===== config.mk =====
export PLATFORM = sky130hd
export DESIGN_NAME = wb_queue
export DESIGN_NICKNAME = d
export VERILOG_FILES = /design/src/rtl/wb_queue.sv
export SDC_FILE = /design/constraint.sdc
export NUM_CORES = 1
export LEC_CHECK = 0
export BUFFER_PORTS_ARGS = -buffer_cell sky130_fd_sc_hd__buf_4
export CORE_UTILIZATION = 50
export DETAILED_ROUTE_END_ITERATION = 12
export HOLD_SLACK_MARGIN = 0.08
export PLACE_DENSITY = 0.71
export SLEW_MARGIN = 20
export SYNTH_ARGS = -nofsm -noshare
export SYNTH_HDL_FRONTEND = slang
export SYNTH_SLANG_ARGS = --single-unit
export TNS_END_PERCENT = 10

===== constraint.sdc =====
create_clock -name clk -period 4.5 [get_ports clk]
set_clock_uncertainty 0.1 [all_clocks]
set_input_delay 0.9 -clock clk [delete_from_list [all_inputs] [get_ports clk]]
set_output_delay 0.9 -clock clk [all_outputs]
set_load 0.03 [all_outputs]

===== src/rtl/wb_queue.sv =====
// Write-back queue: a small circular FIFO of {rd, data} register-file writes.
// The head commits to the register file every cycle while the queue is
// occupied. Pending entries can be forwarded to the rs/rt read ports.
module wb_queue #(
    parameter int DEPTH = 4
) (
    input  logic                     clk,
    input  logic                     reset,
    input  logic                     in_valid,
    output logic                     in_ready,
    input  logic [4:0]               in_rd,
    input  logic [31:0]              in_data,
    output logic                     RegWrite,
    output logic [4:0]               rd,
    output logic [31:0]              write_data,
    input  logic [4:0]               rs,
    input  logic [4:0]               rt,
    output logic                     fwd_hit1,
    output logic                     fwd_hit2,
    output logic [31:0]              fwd_data1,
    output logic [31:0]              fwd_data2,
    output logic [$clog2(DEPTH):0]   count
);

    localparam int AW = $clog2(DEPTH);
    localparam logic [AW:0] FULL_C = (AW+1)'(DEPTH);

    typedef struct packed {
        logic [4:0]  rd;
        logic [31:0] data;
    } entry_t;

    entry_t        mem_q [DEPTH];
    entry_t        mem_d [DEPTH];
    logic [AW-1:0] wr_ptr_q, wr_ptr_d;
    logic [AW-1:0] rd_ptr_q, rd_ptr_d;
    logic [AW:0]   count_q, count_d;
    logic          push, pop;
    logic [AW-1:0] slot;

    // Handshake, commit and next-state; r0 writes are consumed but dropped.
    always_comb begin
        in_ready = (count_q < FULL_C);
        pop      = (count_q != '0);
        push     = in_valid && in_ready && (in_rd != 5'd0);

        RegWrite   = pop;
        rd         = pop ? mem_q[rd_ptr_q].rd   : 5'd0;
        write_data = pop ? mem_q[rd_ptr_q].data : 32'd0;

        mem_d    = mem_q;
        wr_ptr_d = wr_ptr_q;
        rd_ptr_d = rd_ptr_q;
        count_d  = count_q;
        if (push) begin
            mem_d[wr_ptr_q] = '{rd: in_rd, data: in_data};
            wr_ptr_d        = wr_ptr_q + AW'(1);
        end
        if (pop) begin
            rd_ptr_d = rd_ptr_q + AW'(1);
        end
        if (push && !pop) begin
            count_d = count_q + (AW+1)'(1);
        end else if (!push && pop) begin
            count_d = count_q - (AW+1)'(1);
        end
    end

    // Forwarding: walk oldest to youngest so the youngest match wins.
    always_comb begin
        fwd_hit1  = 1'b0;
        fwd_hit2  = 1'b0;
        fwd_data1 = 32'd0;
        fwd_data2 = 32'd0;
        slot      = '0;
        for (int k = 0; k < DEPTH; k++) begin
            slot = rd_ptr_q + AW'(k);
            if ((AW+1)'(k) < count_q) begin
                if (rs != 5'd0 && mem_q[slot].rd == rs) begin
                    fwd_hit1  = 1'b1;
                    fwd_data1 = mem_q[slot].data;
                end
                if (rt != 5'd0 && mem_q[slot].rd == rt) begin
                    fwd_hit2  = 1'b1;
                    fwd_data2 = mem_q[slot].data;
                end
            end
        end
    end

    assign count = count_q;

    // Pointers and occupancy; reset invalidates every entry at once.
    always_ff @(posedge clk or posedge reset) begin
        if (reset) begin
            wr_ptr_q <= '0;
            rd_ptr_q <= '0;
            count_q  <= '0;
        end else begin
            wr_ptr_q <= wr_ptr_d;
            rd_ptr_q <= rd_ptr_d;
            count_q  <= count_d;
        end
    end

    // Entry storage is never reset; validity comes from occupancy alone.
    always_ff @(posedge clk) begin
        mem_q <= mem_d;
    end

endmodule


==> metrics <==
Final Hold Vio Count=0; GP Congestion=0.899; final instance area=13700 um^2; worst slew pin tran=0.687 ns; combinational share of power=0.664; first-pass GRT wire length=between 50000 and 60000 um; fmax=0.226 GHz; VDD IR max=0.000475 V; Initial Util=0.509; worst-path fanout max=11; most common flop cell mapped by yosys=edfxtp_1; crit-path cells=buf_6 > mux4_2 > xnor2_1 > nand4_1 > buf_4 > or2_1 > buf_4 > or3_1 > o311a_1 > buf_4; most frequent cell after synthesis=edfxtp_1; status=finished clean; buffer depth of the longest clock path=2; CTS buffer count=17; fin nets=1171; H-tree Lvls=4; first drt pass iteration count=5; Switch Pwr=4920 uW; area fraction of the dominant cell type after synthesis=0.386; Sw Ratio=0.478; die width=154 um; Critical Path End Type=output port; Leakage=between 0.004 and 0.005 uW; Cells after Synth=1004; slowest stage delay, CP=0.55 ns; number of global-route vias before repair=9311; Post-synth EDFFs=148; # DRC=0; Yosys top cell by area=edfxtp_1; Flop pwr share=0.197; CP max-delay cell=mux4_2; DRT iter0 DRCs=820; Netlist Area Pre-Place=approximately 12000 um^2; GR Overflow Total=0; clock input transition at the sequential cells of the worst setup and hold paths=0.07 ns; CP Depth=10; Final Setup Violations=0; share of cells above drive strength 1=0.337; Die Y=154 um; Synth area leaders=edfxtp_1 39%, mux4_2 19%, mux2i_1 3.3%; max_cap viols=0; Clock Latency Late Sink=0.44 ns; worst path bufs/invs=4; Reg2Reg Depth=4; overall power=10300 uW; Final min period=approximately 4.4 ns; Die ar.=23600 um^2; post-synthesis net count=1062; Vias=between 9000 and 10000; CORE AREA=22600 um^2; initial antenna violation count=1; # clock sinks=155; vias per cell=~6.8; Detailed Place HPWL=20800 um; # IOs=approximately 160; Root Buffer=clkbuf_16; Critical Path Most Common Cell=buf_4; Synth top cells by count=148 x edfxtp_1, 97 x mux4_2, 78 x nor2_1; Startpoint Class=register; CP top delay family=buffers and inverters; Slew headroom=0.542; P per Cell Area=752 nW/um^2; Mean Syn Cell Area=around 11 um^2; placed inst area=about 13000 um^2; Yosys warnings=0; final-layout fill cell count=1759; Clk network pwr share=0.139; post-synthesis cell type count=51; gr usage total=0.286; CTS tree=done; final wirelength=33600 um; fin crit share=0.985; post-synthesis async set-or-reset flop share=0.0452; WP data required=3.50 ns; DRT antenna net count=0; antenna fix cells=0; Power Internal=5370 uW; row count=55; post-DR wirelength/cell=roughly 24 um; Util after Layout=0.605; number of synthesized register bits=155; Worst Path Arrival=about 3.4 ns; Slew Limit Fails=0; post-synthesis sequential area ratio=0.401; RSZ-0062 raised after global routing=yes; Layout area overhead=18.9%; IO Port Bufs=157; largest net degree at the start of global routing=131; worst hold path class=primary input to async pin; crit path kind=register to output port
## cell type report
class	count	area (um^2)	share of cell area
Multi-Input combinational cell	701	6340	0.463
Clock inverter	14	155	0.0113
Inverter	42	158	0.0115
Tap cell	285	357	0.0260
Timing Repair Buffer	196	1630	0.119
Sequential cell	155	4630	0.338
Clock buffer	18	429	0.0313
## state kept, by name, indices dropped and copies added, names as in the netlist
register / count
rd_ptr_q: 2
mem_q: 148
count: 3
wr_ptr_q: 2
## power by group through the flow
stage	registers, uW	logic, uW	clock network [uW]
final	2030	6830	1430
after global routing	2060	7270	1500
after CTS	2050	6600	1450
after detailed placement	2080	6560	0
after global placement	2070	6520	0
after floorplan	1980	4790	0
## final timing paths
check | to | slack [ns] | from
worst min register to register | count[0] | 0.47 | count[0]
worst min-delay path | rd_ptr_q[1] | 0.30 | reset
worst max register to register | mem_q[111] | 2.24 | count[2]
worst max-delay path | fwd_data2[31] | 0.07 | rd_ptr_q[0]
max in group asynchronous | rd_ptr_q[0] | 3.75 | reset
min in group clk | count[0] | 0.47 | count[0]
## through the flow
| step | cells | TNS [ns] | setup slack [ns] | hold WS, ns |
|---|---|---|---|---|
| 2_1_floorplan | 1004 | 0 | 0.278 | 0.480 |
| 3_3_place_gp | 1373 | 0 | 0.355 | 0.450 |
| 3_5_place_dp | 1373 | 0 | 0.319 | 0.455 |
| 6_report | 1411 | 0 | 0.0666 | 0.295 |
| 5_1_grt | 1411 | -0.0834 | -0.0310 | 0.328 |
| 4_1_cts | 1405 | -0.0636 | -0.0269 | 0.304 |
## routing by layer
metal / vias up / routed length, um / global-route usage
met1: 4649 / 12800 / 0.370
li1: 4167 / - / -
met5: - / 17 / 0
met4: 2 / 1200 / 0.126
met3: 118 / 3460 / 0.0606
met2: 619 / 16100 / 0.465
## cell usage in the layout, fill, tap and decap left out, types with 4 or more instances in the layout
master / n
dfrtp_1: 5
xnor2_1: 39
buf_12: 8
nor3b_1: 30
nand4_1: 4
buf_4: 180
buf_6: 6
ha_1: 8
o21ai_0: 51
mux2i_1: 38
nand2_1: 57
o311ai_1: 10
mux2_2: 26
clkbuf_16: 18
a21oi_1: 27
nor4_1: 10
nor2b_1: 4
o311ai_0: 19
a211oi_1: 23
and3_1: 24
a31oi_1: 31
o311a_1: 4
a22o_1: 30
edfxtp_1: 148
mux4_2: 97
nand3_1: 37
nor2_1: 75
a221oi_2: 7
inv_6: 4
or3_1: 4
inv_1: 41
nor3_1: 8
## repair_timing
action,CTS,global route
setup endpoints to repair,37,64
hold buffers,0,0
pin swaps,0,4
gates resized for setup,6,13
setup buffers,0,5
gates cloned,0,1
## logic make-up (layout without fill, tap and decap cells)
family	count (synthesis)	in the layout	share of synthesized area
adder cells (fa/ha/maj)	8	8	0.00869
AO/OA/AOI/OAI	214	214	0.131
XOR/XNOR	43	43	0.0327
buffers and inverters	148	270	0.0571
multiplexers	161	161	0.248
AND/OR/NAND/NOR	275	275	0.122
flip-flops	155	155	0.401
## worst register-to-register path: stages (launching register included)
cell,delay [ns]
dfrtp_1,0.37
inv_1,0.16
o311a_1,0.36
and2_2,0.42
buf_4,0.50
Power figures use the tool's default switching activity.
